[config.mk]
export PLATFORM = sky130hd
export DESIGN_NAME = seq_mag_compare_flat
export DESIGN_NICKNAME = d
export VERILOG_FILES = /design/src/rtl/seq_mag_compare_if.sv /design/src/rtl/seq_mag_compare.sv /design/src/flat_wrapper.sv
export SDC_FILE = /design/constraint.sdc
export NUM_CORES = 1
export LEC_CHECK = 0
export ABC_AREA = 0
export CORE_MARGIN = 1
export CORE_UTILIZATION = 52
export DETAILED_ROUTE_END_ITERATION = 10
export HOLD_SLACK_MARGIN = 0.02
export PLACE_DENSITY_LB_ADDON = 0.2
export SLEW_MARGIN = 0
export SYNTH_ARGS = -nofsm -noshare
export SYNTH_HDL_FRONTEND = slang
export SYNTH_SLANG_ARGS = --single-unit
[constraint.sdc]
create_clock -name clk -period 5 [get_ports clk]
set_clock_uncertainty 0.05 [all_clocks]
set_input_delay 1 -clock clk [delete_from_list [all_inputs] [get_ports clk]]
set_output_delay 1 -clock clk [all_outputs]
set_load 0.03 [all_outputs]
[src/rtl/seq_mag_compare_if.sv]
// Handshake and result bundle for the bit-serial magnitude comparator.
// The master drives the operands and start; the slave returns the status and the result.
interface seq_mag_compare_if #(
    parameter int W = 8
);
    localparam int BW = $clog2(W + 1);

    logic          start;
    logic [W-1:0]  a;
    logic [W-1:0]  b;
    logic          busy;
    logic          done;
    logic [5:0]    flags;
    logic [6:0]    hex;
    logic [BW-1:0] bits_used;

    modport master (
        output start, a, b,
        input  busy, done, flags, hex, bits_used
    );

    modport slave (
        input  start, a, b,
        output busy, done, flags, hex, bits_used
    );
endinterface

[src/rtl/seq_mag_compare.sv]
// Bit-serial, MSB-first magnitude comparator.
// Produces registered relational flags and an active-low 7-segment glyph of the outcome.
module seq_mag_compare #(
    parameter int W          = 8,
    parameter int SIGNED     = 0,
    parameter int EARLY_EXIT = 1
) (
    input  logic             clk,
    input  logic             rst,
    seq_mag_compare_if.slave bus
);
    localparam int IW = $clog2(W);
    localparam int BW = $clog2(W + 1);
    localparam logic [IW-1:0] MSB_IDX = IW'(W - 1);

    localparam logic [6:0] HEX_GT    = 7'b0010000;
    localparam logic [6:0] HEX_LT    = 7'b1000111;
    localparam logic [6:0] HEX_EQ    = 7'b0000110;
    localparam logic [6:0] HEX_BLANK = 7'b1111111;

    typedef enum logic [1:0] {IDLE, SHIFT, DONE} state_t;

    state_t        state;
    state_t        state_nx;
    logic [W-1:0]  a_q;
    logic [W-1:0]  b_q;
    logic [IW-1:0] idx;
    logic          decided;
    logic          dec_gt;
    logic [5:0]    flags_q;
    logic [6:0]    hex_q;
    logic [BW-1:0] bits_q;

    logic          bit_a;
    logic          bit_b;
    logic          bit_diff;
    logic          bit_gt;
    logic          last;
    logic          fin_gt;
    logic          fin_lt;
    logic          fin_eq;
    logic [6:0]    hex_nx;

    always_ff @(posedge clk) begin
        if (rst) begin
            state <= IDLE;
        end else begin
            state <= state_nx;
        end
    end

    // With early exit disabled, the first differing bit has already decided the outcome
    // and later differing bits must not override it.
    always_comb begin
        state_nx = state;
        bit_a    = a_q[idx];
        bit_b    = b_q[idx];
        bit_diff = bit_a ^ bit_b;
        bit_gt   = ((SIGNED != 0) && (idx == MSB_IDX)) ? ~bit_a : bit_a;
        last     = (bit_diff && (EARLY_EXIT != 0)) || (idx == '0);
        fin_gt   = decided ? dec_gt  : (bit_diff & bit_gt);
        fin_lt   = decided ? ~dec_gt : (bit_diff & ~bit_gt);
        fin_eq   = ~fin_gt & ~fin_lt;
        hex_nx   = fin_gt ? HEX_GT : (fin_lt ? HEX_LT : HEX_EQ);
        case (state)
            IDLE:    if (bus.start) state_nx = SHIFT;
            SHIFT:   if (last) state_nx = DONE;
            DONE:    state_nx = IDLE;
            default: state_nx = IDLE;
        endcase
    end

    always_ff @(posedge clk) begin
        if (rst) begin
            a_q     <= '0;
            b_q     <= '0;
            idx     <= '0;
            decided <= 1'b0;
            dec_gt  <= 1'b0;
            flags_q <= '0;
            hex_q   <= HEX_BLANK;
            bits_q  <= '0;
        end else begin
            case (state)
                IDLE: begin
                    if (bus.start) begin
                        a_q     <= bus.a;
                        b_q     <= bus.b;
                        idx     <= MSB_IDX;
                        decided <= 1'b0;
                        dec_gt  <= 1'b0;
                    end
                end
                SHIFT: begin
                    if (!decided && bit_diff) begin
                        decided <= 1'b1;
                        dec_gt  <= bit_gt;
                    end
                    if (last) begin
                        flags_q <= {fin_gt, fin_gt | fin_eq, fin_lt, fin_lt | fin_eq, fin_eq, ~fin_eq};
                        hex_q   <= hex_nx;
                        bits_q  <= BW'(W) - BW'(idx);
                    end else begin
                        idx <= idx - IW'(1);
                    end
                end
                default: ;
            endcase
        end
    end

    assign bus.busy      = (state != IDLE);
    assign bus.done      = (state == DONE);
    assign bus.flags     = flags_q;
    assign bus.hex       = hex_q;
    assign bus.bits_used = bits_q;
endmodule

[src/flat_wrapper.sv]
// flat-port wrapper written by rule: the top's interface ports become plain ports
module seq_mag_compare_flat 
#(
    parameter int W          = 8,
    parameter int SIGNED     = 0,
    parameter int EARLY_EXIT = 1
)
  (clk, rst, bus_start, bus_a, bus_b, bus_busy, bus_done, bus_flags, bus_hex, bus_bits_used);
  seq_mag_compare_if #(.W(W)) bus_i ();
  input  logic clk;
  input  logic rst;
  input wire logic [$bits(bus_i.start)-1:0] bus_start;
  input wire logic [$bits(bus_i.a)-1:0] bus_a;
  input wire logic [$bits(bus_i.b)-1:0] bus_b;
  output wire logic [$bits(bus_i.busy)-1:0] bus_busy;
  output wire logic [$bits(bus_i.done)-1:0] bus_done;
  output wire logic [$bits(bus_i.flags)-1:0] bus_flags;
  output wire logic [$bits(bus_i.hex)-1:0] bus_hex;
  output wire logic [$bits(bus_i.bits_used)-1:0] bus_bits_used;
  assign bus_i.start = bus_start;
  assign bus_i.a = bus_a;
  assign bus_i.b = bus_b;
  assign bus_busy = bus_i.busy;
  assign bus_done = bus_i.done;
  assign bus_flags = bus_i.flags;
  assign bus_hex = bus_i.hex;
  assign bus_bits_used = bus_i.bits_used;
  seq_mag_compare #(.W(W), .SIGNED(SIGNED), .EARLY_EXIT(EARLY_EXIT)) u_core (.clk(clk), .rst(rst), .bus(bus_i));
endmodule
==> flow_summary_export.csv, run 1 <==
group,metric,value,unit
critical_path,cp_data_required_time,5.12,ns
critical_path,crit_path_end_kind,"register",
detailed_routing,vias,1312,
cts,cts-hold-fix-buffers,0,
global_routing,grt-ovfl-total,0,
cts,clk_pin_slew,0.09,ns
critical_path,rrSetupSlack,2.04,ns
outcome,status,"complete, but fails checks",
finish,nets,235,
synth,synthCells,179,
critical_path,startpoint,"u_core.idx[0]",
timing,fin_crit,2.96,ns
cts,clock-root-buffer,"clkbuf_4",
cts,cts_sinks,37,
finish,multiInputGateArea,736,um2
timing,achievable-frequency,338,MHz
cts,post_cts_buffers,0,
critical_path,critical_path_class,"register to register",
critical_path,path_max_fanout,12,
critical_path,r2r_start,"u_core.idx[0]",
global_routing,gr-usage-all-layers,20.2,%
finish,fill_cells,240,
critical_path,reg2reg_depth,9,
min_path,min_path_cells,2,
timing,tightest_slew,1.23,ns
cts,cts_tree,"yes",
synth,syn_area,0.00158,mm2
timing,max_slew_margin,17.6,%
synth,ys_seq_area_share,46.9,%
cts,clk_latency,0.34,ns
finish,diodes,0,
pwr,powerDensity,373,mW/mm2
die,die_area,0.00326,mm2
die,die_h,57.1,um
synth,yosysUniqueCellTypes,36,
finish,area_growth,24.6,%
die,rows,19,
job,maxCapViolCount,0,
critical_path,endpoint,"u_core.bus.flags[1]",
finish,drive_gt1_share,6.60,%
critical_path,crit_arrival,3.08,ns
timing,setup_viol,0,
synth,postSynthAreaPerCell,8.82,um2
detailed_routing,antenna_left,0,
placement,dp_hpwl,2190,um
synth,synth_nets,203,
cts,cts_resized,0,
global_routing,antenna_found_initial,0,
pwr,ir_worst_vdd,0.218,mV
critical_path,r2r_end,"u_core.bus.flags[1]",
die,ioPinCount,38,
detailed_routing,totalWireLength,3060,um
global_routing,grt_max_degree,36,
placement,numPortBuffers,37,
detailed_routing,drt_iter0_markers,62,
detailed_routing,wl_per_cell,12.6,um
timing,min_period_over_period,59.1,%
pwr,leakagePower,0.776,nW
detailed_routing,viasPerCell,5.40,
synth,synth_area_leaders,"dfxtp_1 (47%), nand2_1 (11%), a21oi_1 (7.6%)",
placement,placed_area,0.00192,mm2
timing,finalHoldViolations,0,
cts,cts_buffers,5,
cts,h-tree-depth,2,
min_path,hold_class,"register to register",
finish,postLayoutCellArea,0.00197,mm2
global_routing,grt_first_pass_wirelength,5080,um
outcome,violations,"design-rule violations",
synth,yosys_warnings,0,
die,start_util,56.3,%
synth,synth_top_area_share,46.9,%
synth,ys_ff_latch,37,
timing,fin_tns_setup,0,ns
placement,place_congestion,0.822,
synth,synth_area_leader_cell,"dfxtp_1",
detailed_routing,drcViolationCount,4,
timing,rsz0062_at_grt,"false",
finish,ff_latch_area,741,um2
die,fp.dieW,57.1,um
global_routing,grt_pass1_vias,1180,
timing,drv_slew,0,
die,core-area,0.00281,mm2
detailed_routing,first_pass_iters,7,
cts,clock_path_buffers,2,
critical_path,start_kind,"register",
## state kept, by name (all words and copies together), names as in the netlist
name and flops:
u_core.state 2, u_core.bus.flags 6, u_core.idx 3, u_core.a_q 8
u_core.bus.hex 4, u_core.decided 1, u_core.dec_gt 1, u_core.b_q 8
u_core.bus.bits_used 4
## cell usage in the layout (no fill, tap or decap), types with 3 or more instances in the layout
master and count:
nand2_1 47, clkdlybuf4s50_1 37, dfxtp_1 37, a21oi_1 24
nor2_1 11, inv_1 8, nor3_1 5, ha_1 5
clkbuf_4 5, clkbuf_1 3
## cell families (layout without fill, tap and decap cells)
group	Yosys count	count (layout)	synth area share (%)
simple gates	74	74	21.2
flops	37	37	46.9
compound gates	34	34	12.5
buf+inv	21	54	6.50
mux	7	7	8.40
fa+ha+maj	5	5	3.96
xor+xnor	1	1	0.555
## synthesized netlist by cell type (all sizes together)
cell and instances:
a211o 1, a211oi 2, a21o 1, a21oi 25, a221o 1, and2 2, and2b 1, and4bb 1
buf 9, clkbuf 3, dfxtp 37, ha 5, inv 9, mux2 1, mux2i 2, mux4 4
nand2 48, nand3b 1, nand4 1, nor2 11, nor2b 1, nor3 5, nor3b 2, o211a 1
o21a 1, o21ai 2, or4 1, xnor2 1
## layout make-up
cell class                      instances  share of cell area (%)
Clock buffer                            8                    2.48
Inverter                                9                    1.72
Tap cell                               31                    1.97
Timing Repair Buffer                   37                    18.8
Multi-Input combinational cell        121                    37.4
Sequential cell                        37                    37.6
## per-stage QoR
stage | power (mW) | instances | setup slack (ns) | util (%) | hold slack [ns]
final | 0.735 | 243 | 2.04 | 70.2 | 0.409
after global routing | 0.779 | 243 | 1.80 | 70.2 | 0.430
after CTS | 0.738 | 243 | 2.04 | 70.2 | 0.409
after detailed placement | 0.594 | 235 | 2.03 | 68.4 | 0.396
after global placement | 0.586 | 235 | 2.12 | 68.4 | 0.391
after floorplan | 0.521 | 179 | 2.64 | - | 0.382
## report_power, final
group | internal [mW] | switching, mW
Clock | 0.0560 | 0.0898
Sequential | 0.328 | 0.0258
Combinational | 0.103 | 0.131
Total | 0.488 | 0.247
## worst min path at each step
stage | end | startpoint
3_3_place_gp | u_core.b_q[5] | u_core.b_q[5]
2_1_floorplan | u_core.b_q[1] | u_core.b_q[1]
6_report | u_core.b_q[1] | u_core.b_q[1]
4_1_cts | u_core.b_q[1] | u_core.b_q[1]
3_5_place_dp | u_core.b_q[1] | u_core.b_q[1]
5_1_grt | u_core.a_q[5] | u_core.a_q[5]
## per-layer routing
layer	share of wire [%]	vias to the layer above	wire (um)	GRT usage, %
met3	8.0	9	244	7.94
met4	2.2	0	67	8.01
li1	-	660	-	-
met1	44	591	1350	24.3
met5	0	-	0	0
met2	46	52	1400	32.8
## worst max-delay path, cell delays in order, from the launching register on
cell and delay, ns:
dfxtp_1 0.56, mux4_1 0.61, nand2_1 0.08, and2_1 0.15, inv_2 0.04, ha_1 0.31
inv_1 0.06, o21ai_1 0.64, or4_1 0.24, a21oi_1 0.06
(Power assumes the default switching activity.)
==> inputs of run 2 (changes only) <==
CORE_UTILIZATION = 48   (was 52)
clock period = 2.84 ns   (was 5 ns; I/O delays follow)
==> flow_summary_export.csv, run 2 (synthesis results as in run 1) <==
group,metric,value,unit
pwr,ir_worst_vdd,0.338,mV
global_routing,grt_use_met3,4.37,%
pwr,powerDensity,694,mW/mm2
cts,clock-root-buffer,"clkbuf_4",
pwr,leakagePower,0.813,nW
timing,tightest_slew,0.596,ns
pwr,swShare,31.4,%
min_path,min_from,"u_core.bus.hex[5]",
placement,dp_hpwl,2340,um
placement,place_congestion,0.808,
die,start_util,51.3,%
detailed_routing,vias,1322,
timing,fin_tns_setup,0,ns
critical_path,crit_chain,"mux4_1 -> nand2_1 -> and2_1 -> inv_2 -> ha_1 -> inv_1 -> o21a_1 -> and2_1 -> a221o_1",
timing,fin_crit,2.60,ns
critical_path,rrSetupSlack,0.24,ns
timing,achievable-frequency,385,MHz
finish,multiInputGateArea,736,um2
cts,cts_resized,0,
critical_path,crit_path_end_kind,"register",
global_routing,grt_most_used_layer,"met2",
die,die_area,0.00352,mm2
min_path,hold_class,"register to register",
pwr,combPwrFrac,29.8,%
detailed_routing,first_pass_iters,4,
placement,numPortBuffers,37,
cts,clock_path_buffers,2,
timing,finalHoldViolations,0,
global_routing,grtUsageMet1,22.0,%
timing,max_slew_margin,60.2,%
global_routing,grt_max_degree,36,
job,maxCapViolCount,0,
critical_path,cpLargestDelayFamily,"multiplexers",
critical_path,crit_buf_inv,2,
die,ioPinCount,38,
pwr,clockPowerShare,26.6,%
timing,min_period_over_period,91.4,%
finish,drive_gt1_share,9.72,%
timing,setup_viol,0,
cts,clk_pin_slew,0.10,ns
finish,layout_common_cells,"nand2_1 (47), clkdlybuf4s50_1 (37), dfxtp_1 (37)",
detailed_routing,drt_iter0_markers,48,
detailed_routing,wl_per_cell,12.2,um
die,rows,20,
detailed_routing,totalWireLength,3170,um
timing,drv_slew,0,
finish,nets,239,
global_routing,grt_first_pass_wirelength,5420,um
critical_path,reg2reg_depth,9,
critical_path,max_stage_delay,0.59,ns
cts,cts-hold-fix-buffers,0,
detailed_routing,drcViolationCount,0,
global_routing,grt-ovfl-total,0,
cts,cts_sinks,37,
critical_path,r2r_end,"u_core.bus.hex[0]",
finish,area_growth,30.1,%
cts,cts_tree,"yes",
global_routing,antenna_found_initial,0,
min_path,whs_endpoint,"u_core.bus.hex[5]",
pwr,seqPwrFrac,43.6,%
global_routing,grt_pass1_vias,1301,
critical_path,r2r_start,"u_core.idx[0]",
outcome,status,"complete, no violations",
pwr,power.total,1.43,mW
critical_path,critical_path_class,"register to register",
cts,clk_latency,0.34,ns
pwr,power.internal,0.978,mW
global_routing,gr-usage-all-layers,20.7,%
detailed_routing,viasPerCell,5.08,
critical_path,start_kind,"register",
detailed_routing,antenna_left,0,
global_routing,grt.met2_usage,37.4,%
die,core-area,0.00308,mm2
finish,fill_cells,275,
cts,cts_buffers,5,
min_path,min_path_cells,2,
finish,diodes,0,
critical_path,cp_data_required_time,3.03,ns
cts,h-tree-depth,2,
critical_path,crit_arrival,2.78,ns
critical_path,cpMostUsedCell,"and2_1",
pwr,switchingPower,0.448,mW
cts,post_cts_buffers,0,
critical_path,path_max_fanout,8,
finish,final_common_cell,"nand2_1",
timing,rsz0062_at_grt,"false",
finish,ff_latch_area,741,um2
die,fp.dieW,59.4,um
critical_path,slowest_stage,"mux4_1",
die,die_h,59.4,um
run 2: stage by stage:
step           instances  util, %  setup WS (ns)  hold slack [ns]  cell area [um2]
4_1_cts              260     66.7          0.242            0.413             2050
6_report             260     66.7          0.245            0.408             2050
5_1_grt              260     66.7         0.0674            0.433             2050
3_5_place_dp         252     63.9          0.262            0.397             1970
3_3_place_gp         252     63.9          0.327            0.392             1970
2_1_floorplan        179        -          0.483            0.382             1580
run 2: area by class of cell:
type / instances / area share [%]
sequential: 37 / 36.1
clock buffer: 6 / 2.50
inverter: 9 / 1.64
multi-input combinational: 121 / 35.8
tap: 44 / 2.68
timing repair buffer: 41 / 19.5
clock inverter: 2 / 1.83
run 2: worst min-delay path, cell delays in order, from the launching register on:
cell,delay (ns)
dfxtp_1,0.33
nand2_1,0.05
nand2_1,0.04
run 2: worst max path at each step:
stage | startpoint | end | slack [ns] | depth (start not counted)
4_1_cts | u_core.idx[0] | u_core.bus.hex[0] | 0.24 | 9
6_report | u_core.idx[0] | u_core.bus.hex[0] | 0.24 | 9
5_1_grt | u_core.idx[0] | u_core.bus.hex[0] | 0.07 | 9
3_3_place_gp | u_core.idx[0] | u_core.bus.hex[0] | 0.33 | 9
2_1_floorplan | u_core.idx[0] | u_core.bus.hex[0] | 0.48 | 10
3_5_place_dp | u_core.idx[0] | u_core.bus.hex[0] | 0.26 | 9
run 2: power by group through the flow:
stage | registers [mW] | clock network, mW | logic (mW)
floorplan | 0.676 | 0 | 0.242
global placement | 0.631 | 0 | 0.412
detailed placement | 0.635 | 0 | 0.424
CTS | 0.623 | 0.388 | 0.427
global route | 0.632 | 0.411 | 0.464
finish | 0.623 | 0.379 | 0.425
run 2: metal layers:
metal  vias to the layer above  wire, um
li1                        672         -
met1                       605      1270
met2                        36      1670
met3                         9       131
met4                         0        92
met5                         -         0
